--- src/rtl/barrett_sched_if.sv ---
// Bundle of requester, reducer and result signals for barrett_sched.
//   slave  : the scheduler side (takes operands and red_r, drives grants,
//            red_c, results and status)
//   master : the environment side (requesters, reducer, result consumers)
//   req_valid/req_data/req_ready : per-requester operand handshake
//   red_c/red_r                  : operand to and result from the shared reducer
//   res_valid/res_data           : result routed back to one requester
//   busy/err                     : activity and sticky range-error status
interface barrett_sched_if #(
    parameter int N = 4
);
    logic [N-1:0]    req_valid;
    logic [32*N-1:0] req_data;
    logic [N-1:0]    req_ready;
    logic [31:0]     red_c;
    logic [15:0]     red_r;
    logic [N-1:0]    res_valid;
    logic [15:0]     res_data;
    logic            busy;
    logic            err;

    modport slave (
        input  req_valid, req_data, red_r,
        output req_ready, red_c, res_valid, res_data, busy, err
    );

    modport master (
        output req_valid, req_data, red_r,
        input  req_ready, red_c, res_valid, res_data, busy, err
    );
endinterface

--- src/rtl/barrett_sched.sv ---
// Shares one pipelined Barrett reducer (mod 3329) among N requesters.
// Round-robin arbitration with bursts of at most MAX_BURST accepts, a
// registered reducer operand, a LAT-deep in-flight tag pipe and a registered
// result tag that steers the reducer output back to its requester.
//   clk   : rising-edge clock
//   rst   : synchronous active-high reset
//   flush : drop every in-flight op and return to arbitration
//   bus   : barrett_sched_if slave (handshake, reducer, results, status)
module barrett_sched #(
    parameter int N         = 4,
    parameter int LAT       = 2,
    parameter int MAX_BURST = 8,
    parameter int MAX_IN    = 67108864
) (
    input  logic             clk,
    input  logic             rst,
    input  logic             flush,
    barrett_sched_if.slave   bus
);
    localparam int IW = $clog2(N);
    localparam int BW = $clog2(MAX_BURST + 1);

    typedef enum logic {ARB, HOLD} state_t;

    state_t          state_q, state_d;
    logic [IW-1:0]   owner_q, owner_d;
    logic [IW-1:0]   rr_q, rr_d;
    logic [BW-1:0]   burst_q, burst_d;
    logic [31:0]     red_c_q, red_c_d;
    logic            err_q, err_d;
    logic [LAT-1:0]  tag_v_q, tag_v_d;
    logic [IW-1:0]   tag_i_q [LAT];
    logic [IW-1:0]   tag_i_d [LAT];
    logic [N-1:0]    res_valid_q, res_valid_d;

    logic            arb_found;
    logic [IW-1:0]   arb_idx;
    logic [IW-1:0]   cand;
    logic            grant_en;
    logic [IW-1:0]   grant_idx;
    logic            accept;
    logic [31:0]     grant_data;

    // Round-robin search: first valid requester at or above rr_q, wrapping mod N.
    always_comb begin
        // NOTE: every always_comb output gets a default first so no path can infer a latch.
        arb_found = 1'b0;
        arb_idx   = rr_q;
        cand      = '0;
        for (int k = 0; k < N; k++) begin
            cand = IW'((int'(rr_q) + k) % N);
            if (!arb_found && bus.req_valid[cand]) begin
                arb_found = 1'b1;
                arb_idx   = cand;
            end
        end
    end

    // FSM output process: grant is combinational so an ARB cycle can accept.
    always_comb begin
        grant_en  = 1'b0;
        grant_idx = owner_q;
        unique case (state_q)
            ARB: begin
                grant_en  = arb_found;
                grant_idx = arb_idx;
            end
            HOLD: begin
                grant_en  = bus.req_valid[owner_q] && (burst_q < BW'(MAX_BURST));
                grant_idx = owner_q;
            end
            default: ;
        endcase
    end

    assign bus.req_ready = grant_en ? (N'(1) << grant_idx) : '0;
    // flush wins over a same-cycle handshake: nothing is issued that cycle.
    assign accept     = grant_en && bus.req_valid[grant_idx] && !flush;
    assign grant_data = bus.req_data[{grant_idx, 5'b0} +: 32];

    // FSM next-state process. In HOLD, a missing accept means either the owner
    // dropped valid or its burst is used up; both hand the pointer onward.
    always_comb begin
        state_d = state_q;
        owner_d = owner_q;
        rr_d    = rr_q;
        burst_d = burst_q;
        if (flush) begin
            state_d = ARB;
            burst_d = '0;
        end else begin
            unique case (state_q)
                ARB: begin
                    if (accept) begin
                        state_d = HOLD;
                        owner_d = grant_idx;
                        burst_d = BW'(1);
                    end
                end
                HOLD: begin
                    if (accept) begin
                        burst_d = burst_q + BW'(1);
                    end else begin
                        state_d = ARB;
                        rr_d    = (owner_q == IW'(N - 1)) ? '0 : owner_q + IW'(1);
                        burst_d = '0;
                    end
                end
                default: ;
            endcase
        end
    end

    // Datapath: operand register, sticky range error, tag pipe, result tag.
    always_comb begin
        red_c_d = accept ? grant_data : red_c_q;
        err_d   = err_q || (accept && (grant_data >= 32'(MAX_IN)));
        tag_v_d = '0;
        tag_i_d = tag_i_q;
        tag_v_d[0] = accept;
        tag_i_d[0] = grant_idx;
        for (int s = 1; s < LAT; s++) begin
            tag_v_d[s] = tag_v_q[s-1];
            tag_i_d[s] = tag_i_q[s-1];
        end
        // The last stage lines up with red_r one cycle later, hence the extra register.
        res_valid_d = tag_v_q[LAT-1] ? (N'(1) << tag_i_q[LAT-1]) : '0;
        if (flush) begin
            tag_v_d     = '0;
            res_valid_d = '0;
        end
    end

    always_ff @(posedge clk) begin
        // NOTE: sequential state uses non-blocking assignments so every flop samples pre-edge values.
        if (rst) begin
            state_q     <= ARB;
            owner_q     <= '0;
            rr_q        <= '0;
            burst_q     <= '0;
            red_c_q     <= '0;
            err_q       <= 1'b0;
            tag_v_q     <= '0;
            res_valid_q <= '0;
        end else begin
            state_q     <= state_d;
            owner_q     <= owner_d;
            rr_q        <= rr_d;
            burst_q     <= burst_d;
            red_c_q     <= red_c_d;
            err_q       <= err_d;
            tag_v_q     <= tag_v_d;
            res_valid_q <= res_valid_d;
        end
    end

    // NOTE: tag indices need no reset; they are only observed when the matching valid bit is set.
    always_ff @(posedge clk) begin
        tag_i_q <= tag_i_d;
    end

    assign bus.red_c     = red_c_q;
    assign bus.res_valid = res_valid_q;
    assign bus.res_data  = bus.red_r;
    assign bus.busy      = (|bus.req_valid) || (|tag_v_q);
    assign bus.err       = err_q;
endmodule

--- src/flat_wrapper.sv ---
// flat-port wrapper written by rule: the top's interface ports become plain ports
module barrett_sched_flat 
#(
    parameter int N         = 4,
    parameter int LAT       = 2,
    parameter int MAX_BURST = 8,
    parameter int MAX_IN    = 67108864
)
  (clk, rst, flush, bus_req_valid, bus_req_data, bus_red_r, bus_req_ready, bus_red_c, bus_res_valid, bus_res_data, bus_busy, bus_err);
  barrett_sched_if #(.N(N)) bus_i ();
  input  logic clk;
  input  logic rst;
  input  logic flush;
  input wire logic [$bits(bus_i.req_valid)-1:0] bus_req_valid;
  input wire logic [$bits(bus_i.req_data)-1:0] bus_req_data;
  input wire logic [$bits(bus_i.red_r)-1:0] bus_red_r;
  output wire logic [$bits(bus_i.req_ready)-1:0] bus_req_ready;
  output wire logic [$bits(bus_i.red_c)-1:0] bus_red_c;
  output wire logic [$bits(bus_i.res_valid)-1:0] bus_res_valid;
  output wire logic [$bits(bus_i.res_data)-1:0] bus_res_data;
  output wire logic [$bits(bus_i.busy)-1:0] bus_busy;
  output wire logic [$bits(bus_i.err)-1:0] bus_err;
  assign bus_i.req_valid = bus_req_valid;
  assign bus_i.req_data = bus_req_data;
  assign bus_i.red_r = bus_red_r;
  assign bus_req_ready = bus_i.req_ready;
  assign bus_red_c = bus_i.red_c;
  assign bus_res_valid = bus_i.res_valid;
  assign bus_res_data = bus_i.res_data;
  assign bus_busy = bus_i.busy;
  assign bus_err = bus_i.err;
  barrett_sched #(.N(N), .LAT(LAT), .MAX_BURST(MAX_BURST), .MAX_IN(MAX_IN)) u_core (.clk(clk), .rst(rst), .flush(flush), .bus(bus_i));
endmodule
--- config.mk ---
export PLATFORM = sky130hd
export DESIGN_NAME = barrett_sched_flat
export DESIGN_NICKNAME = d
export VERILOG_FILES = /design/src/rtl/barrett_sched_if.sv /design/src/rtl/barrett_sched.sv /design/src/flat_wrapper.sv
export SDC_FILE = /design/constraint.sdc
export NUM_CORES = 1
export LEC_CHECK = 0
export CORE_UTILIZATION = 36
export CTS_CLUSTER_SIZE = 8
export DETAILED_ROUTE_END_ITERATION = 8
export GPL_TIMING_DRIVEN = 0
export PLACE_DENSITY = 0.86
export SLEW_MARGIN = 20
export SYNTH_ARGS = -nofsm -noshare
export SYNTH_HDL_FRONTEND = slang
export SYNTH_SLANG_ARGS = --single-unit
--- constraint.sdc ---
create_clock -name clk -period 2.8 [get_ports clk]
set_clock_uncertainty 0.05 [all_clocks]
set_input_delay 0.28 -clock clk [delete_from_list [all_inputs] [get_ports clk]]
set_output_delay 0.28 -clock clk [all_outputs]
set_load 0.01 [all_outputs]
[Word level (Yosys, flattened, before mapping)]
Index checks and enable logic that the tools add are counted.
Storage, ports and cells
  register bits after elaboration: 52
  latch bits: 0
  memory bits (writable): 0
  memory bits (read-only): 0
  output and inout port bits: 58
  memories: 0
Cells by class
  add/subtract/negate cells: 5
  multiply operators: 0
  divide/modulo/power cells: 0
  order comparisons: 8
  equal/unequal tests: 2
  shifts and indexed selects: 3
  multiplexer cells: 27
  bitwise operators: 4
  reduce and logical (&&, ||, !) cells: 19
Operators with widths (count)
  128-bit by 8-bit variable part select with 32-bit output: 1
  32-bit by 27-bit greater-or-equal comparator with 1-bit output (second input constant): 1
  2-bit by 3-bit less-than comparator with 1-bit output (second input constant): 6
  1-bit binary-select mux with 2-bit select: 6
  4-bit two-way mux: 3
  1-bit two-way mux: 11
  2-bit two-way mux: 4
  4-bit case mux with 2 select lines: 1
  1-bit by 2-bit left shift with 4-bit output (first input constant): 2
  1-bit logical AND: 7
  3-bit AND reduction: 2
  2-bit by 1-bit adder with 2-bit output (second input constant): 2
  2-bit adder (second input constant): 2
  4-bit by 1-bit adder with 4-bit output (second input constant): 1
  1-bit logical NOT: 4
  4-bit less-than comparator (second input constant): 1
  1-bit inverter: 4
  2-bit case mux with 2 select lines: 1
  2-bit OR reduction: 2
  4-bit OR reduction: 1
  3-bit OR reduction: 1
  2-bit == test (second input constant): 1
  1-bit logical OR: 2
  2-bit by 1-bit inequality test with 1-bit output (second input constant): 1
  1-bit case mux with 2 select lines: 1

[Depth between registers and ports, before layout]
  depth in word-level cells: 19
  mapped depth: 9
  gate-level depth less buffers: 7

[Worst setup path after synthesis]
No wires, ideal clock.
  kind: input to register
  from: input bus_req_valid[0]
  to: register u_core.red_c_q[13], in the netlist u_core.bus.red_c[13]
  library setup time: 0.128 ns
  arrival time: 2.072 ns
  data required time: 2.622 ns
  setup slack: 0.550 ns
  cell stages on the path: 8
  buffers on the path: 1
  cells stage by stage: nor2b_1 or4_4 a31o_4 inv_8 buf_12 mux4_2 mux2i_1 nor2_1
Between the ends
  cells in the longest elaborated chain, start to end: 17
  elaborated cells on any way between the ends: 31
Ends and longest elaborated chain
  from (decl): RTL line flat_wrapper.sv:14  | input wire logic [$bits(bus_i.req_valid)-1:0] bus_req_valid;
  branches (longest 17 deep; another with 1-bit binary-select mux with 2-bit select)
  to (signal assigned): RTL line barrett_sched.sv:150  | red_c_q <= red_c_d;
  to (decl): RTL line barrett_sched.sv:29  | logic [31:0] red_c_q, red_c_d;
Several ways; the timed one is not identified. The select of a mux whose other input is x is not followed.
A chain may end at the register's enable or synchronous reset.

[Final worst setup path]
  from: input bus_req_valid[0]
  to: output bus_req_ready[1]
Between the ends
  cells in the longest elaborated chain, start to end: 15
  elaborated cells on any way between the ends: 28
Ends and longest elaborated chain
  1-bit binary-select mux with 2-bit select: RTL line barrett_sched.sv:52  | if (!arb_found && bus.req_valid[cand]) begin
  1-bit two-way mux (implied by the code): RTL line barrett_sched.sv:52
  1-bit two-way mux: RTL line barrett_sched.sv:52
  1-bit logical NOT: RTL line barrett_sched.sv:52
  1-bit logical AND: RTL line barrett_sched.sv:52
  1-bit two-way mux: RTL line barrett_sched.sv:52
  1-bit logical NOT: RTL line barrett_sched.sv:52
  1-bit logical AND: RTL line barrett_sched.sv:52
  1-bit two-way mux: RTL line barrett_sched.sv:52
  1-bit logical NOT: RTL line barrett_sched.sv:52
  1-bit logical AND: RTL line barrett_sched.sv:52
  2-bit two-way mux *: RTL line barrett_sched.sv:52
  2-bit case mux with 2 select lines *: RTL line barrett_sched.sv:63  | unique case (state_q)
  via u_core.grant_idx[1]: RTL line barrett_sched.sv:40  | logic [IW-1:0] grant_idx;
  1-bit by 2-bit left shift with 4-bit output *: RTL line barrett_sched.sv:76  | assign bus.req_ready = grant_en ? (N'(1) << grant_idx) : '0;
  4-bit two-way mux *: RTL line barrett_sched.sv:76
  to (decl): RTL line flat_wrapper.sv:17  | output wire logic [$bits(bus_i.req_ready)-1:0] bus_req_ready;
Mark *: on every way through the listed nets, which the timed path passes. The rest lies on a longest branch. The select of a mux whose other input is x is not followed.

==> reports/qor.csv <==
stage,metric,value,unit
critical_path,CP top delay family,buffers and inverters,
detailed_routing,Via Count,2946,
clock_network,CTS sink count,51,
critical_path,flop-to-flop setup slack,0.37,ns
detailed_routing,Pre-Repair DR Iteration Count,4,
hold_path,HP Class,reg -> reg,
clock_network,clk slew on worst S/H paths,0.08,ns
synthesis,Mapped Area,0.00305,mm2
critical_path,Worst EP arrival,2.40,ns
global_routing,first-pass GRT wire length,14400,um
synthesis,Seq cells post-synth,51,
clock_network,root buffer selected by CTS,clkbuf_8,
synthesis,"area leader, netlist",dfxtp_1,
detailed_routing,wire per inst,17.1,um
critical_path,Critical Path Sink Type,primary output,
sta,Final Cycle Share,0.975,
die,Initial Util,0.371,
sta,top achievable clock speed,366,MHz
synthesis,syn_nets,428,
sta,Final Max Slew Viols,0,
detailed_routing,initial drt markers,49,
cells_and_area,synth-to-layout area growth,72.0,%
place,DP Area,0.00509,mm2
sta,final setup margin,0.0687,ns
sta,fin crit period,2.73,ns
global_routing,total track usage,0.213,
global_routing,largest net degree at the start of global routing,15,
critical_path,crit path launch type,input port,
cells_and_area,# fillers,677,
power_and_ir_drop,Worst VDD drop,0.273,mV
die,die height,94.0,um
critical_path,CP Max Fanout,10,
place,DPL Wire Length,8120,um
global_routing,vias in the first global route,2977,
detailed_routing,Vias/cell,5.10,
synthesis,post-synthesis cell count,275,
synthesis,synth top area cells,"dfxtp_1 (33%), mux4_2 (18%), mux2i_1 (11%), mux4_1 (6.0%), nor2_1 (5.5%)",
synthesis,Most used DFF post-synth,dfxtp_1,
sta,worst slew pin tran,0.497,ns
die,Core Region,0.00822,mm2
cells_and_area,non-filler instance count after layout,578,
clock_network,CTS buffer count,5,
synthesis,Syn Area/Cell,11.1,um2
global_routing,GRT Residual Overflow,0,
clock_network,worst skew pair latency,0.29,ns
power_and_ir_drop,pwr dens,398,mW/mm2
critical_path,FF-to-FF Start,u_core.rr_q[0],
critical_path,WP buf/inv,4,
synthesis,register area share after synthesis,0.335,
cells_and_area,n_diodes,0,
die,die footprint,0.00884,mm2
synthesis,number of enable flip-flop cells after synthesis,0,
synthesis,top-count cell post-synth,dfxtp_1,
synthesis,top cell type's share of synthesized area,0.335,
cells_and_area,footprint of the multi-input gates,0.00177,mm2
synthesis,"Distinct cells, synth",48,
place,Buffers on Ports,191,
sta,Finish-stage setup viols,0,
critical_path,Worst Setup SP,bus_req_valid[0],
critical_path,CP cell instances,dlygate4sd2_1 > nor2b_1 > or4_4 > a31o_4 > inv_8 > buf_8 > nor2_1 > clkdlybuf4s50_1,
detailed_routing,drt drc,0,
cells_and_area,Final Cell Area,0.00525,mm2
clock_network,H-tree depth,2,
die,Top Ports,209,
critical_path,cell depth of the worst setup path,8,
critical_path,CP required,2.47,ns
hold_path,Worst Hold Path Cells,0,
place,dpl cells,571,
die,# rows,33,
flow_run,maxcap violations,0,
place,pre-CTS WS,-0.238,ns
critical_path,FF-to-FF End,u_core.bus.red_c[5],
detailed_routing,remaining antenna violation count,0,
clock_network,Hold Buf Count CTS,0,
power_and_ir_drop,Pwr Total,0.00209,W
synthesis,Post-synth top cells,"dfxtp_1 (51), nor2_1 (45), mux2i_1 (33)",
cells_and_area,share of layout cells above drive strength 1,0.156,
place,GPL Wtd Cong,0.964,
global_routing,initial antenna violation count,0,
critical_path,crit-path max cell delay,0.53,ns
synthesis,Synthesis Warnings,0,
synthesis,fraction of registers with async set/reset,0,
status,status,completed,
clock_network,CTS tree,yes,
power_and_ir_drop,leakage,2.06,nW
critical_path,slowest cell on the critical path,or4_4,
clock_network,clock tree buffer depth,2,
cells_and_area,register area,0.00102,mm2
cells_and_area,nets@finish,626,
detailed_routing,Post-Route WL,9870,um
critical_path,kind of critical path,in -> out,
critical_path,worst-case reg-to-reg path depth,8,
sta,slew margin rel.,0.669,
critical_path,Worst Setup EP,bus_req_ready[1],
sta,endpoints failing hold,0,
die,Die W,94.0,um
-- layer usage --
metal	vias to the layer above	wire [um]	GRT usage
met5	-	0	0
met4	0	92	0.0397
met3	8	808	0.0615
met2	128	5280	0.417
met1	1412	3690	0.222
li1	1398	-	-
-- final cells by class --
cell class,instances,area share
plain buffers,32,0.0499
clock buffers,6,0.0138
clock inverters,1,0.00573
inverters,8,0.00716
multi-input cells,183,0.337
flip-flops and latches,51,0.195
well taps,105,0.0250
repair buffers,192,0.366
-- flip-flops by register name (all words and copies together), names as in the netlist, 2 cells and up --
register / count
u_core.burst_q: 4
u_core.bus.red_c: 32
u_core.bus.res_valid: 4
u_core.owner_q: 2
u_core.rr_q: 2
u_core.tag_i_d: 2
u_core.tag_i_q: 2
u_core.tag_v_q: 2
-- worst min path at each step --
stage | end | startpoint | slack [ns]
after detailed placement | u_core.tag_i_q[0] | u_core.tag_i_d[0] | 0.26
after CTS | u_core.tag_i_q[0] | u_core.tag_i_d[0] | 0.28
after floorplan | u_core.tag_i_q[0] | u_core.tag_i_d[0] | 0.26
after global placement | u_core.tag_i_q[0] | u_core.tag_i_d[0] | 0.26
after global routing | u_core.tag_i_q[0] | u_core.tag_i_d[0] | 0.29
final | u_core.tag_i_q[0] | u_core.tag_i_d[0] | 0.28
-- kinds of logic after synthesis --
kind of cell    after synthesis  share of synthesized area
compound gates               27                     0.0665
xor+xnor                      2                    0.00575
fa+ha+maj                     2                    0.00821
buf+inv                      41                     0.0972
flops                        51                      0.335
mux                          65                      0.350
simple gates                 87                      0.138
-- per-stage QoR --
stage          hold slack [ns]  TNS [ns]  utilization
2_1_floorplan            0.260         0            -
3_3_place_gp             0.260     -2.99        0.620
3_5_place_dp             0.263     -4.35        0.620
4_1_cts                  0.283         0        0.635
5_1_grt                  0.286  -0.00587        0.638
6_report                 0.280         0        0.638
-- where the power goes --
group | leakage [nW] | switching (W) | internal (W) | total [W]
Clock | 0.0513 | 0.000225 | 0.000262 | 0.000487
Sequential | 0.421 | 0.0000351 | 0.000785 | 0.000820
Combinational | 1.59 | 0.000279 | 0.000503 | 0.000782
-- worst reg2reg max path, cell delays in order (launching register included) --
cell	delay, ns
dfxtp_2	0.37
nor2b_1	0.07
or4_4	0.53
a31o_4	0.29
inv_8	0.12
buf_8	0.17
mux4_2	0.53
mux2i_1	0.14
nor2_1	0.05
-- timing repair --
action / CTS / global route
setup buffers: 0 / 1
pin swaps: 1 / 1
endpoints found under the setup margin: 4 / 4
gates resized for setup: 8 / 7
gates cloned: 0 / 0
-- cell usage in the layout, fill, tap and decap left out, types with 2 or more instances in the layout --
cell type and instances:
o21ai_0 5, a31o_4 2, buf_4 18, nand3_1 2
o21ba_2 2, mux4_1 7, clkdlybuf4s50_1 187, and2_0 2
a21oi_1 3, nand2b_1 2, nor2b_1 5, buf_2 3
clkbuf_8 5, clkbuf_1 6, dfxtp_2 3, mux2i_1 33
nand2_1 5, buf_12 2, ha_1 2, inv_1 7
and2_1 3, nor4_1 4, a311oi_1 4, nor2_1 44
mux4_2 24, dlygate4sd2_1 3, buf_6 4, nor3_1 10
dfxtp_1 48, a211oi_1 4
Note: power is estimated with default switching activity, not from simulation.
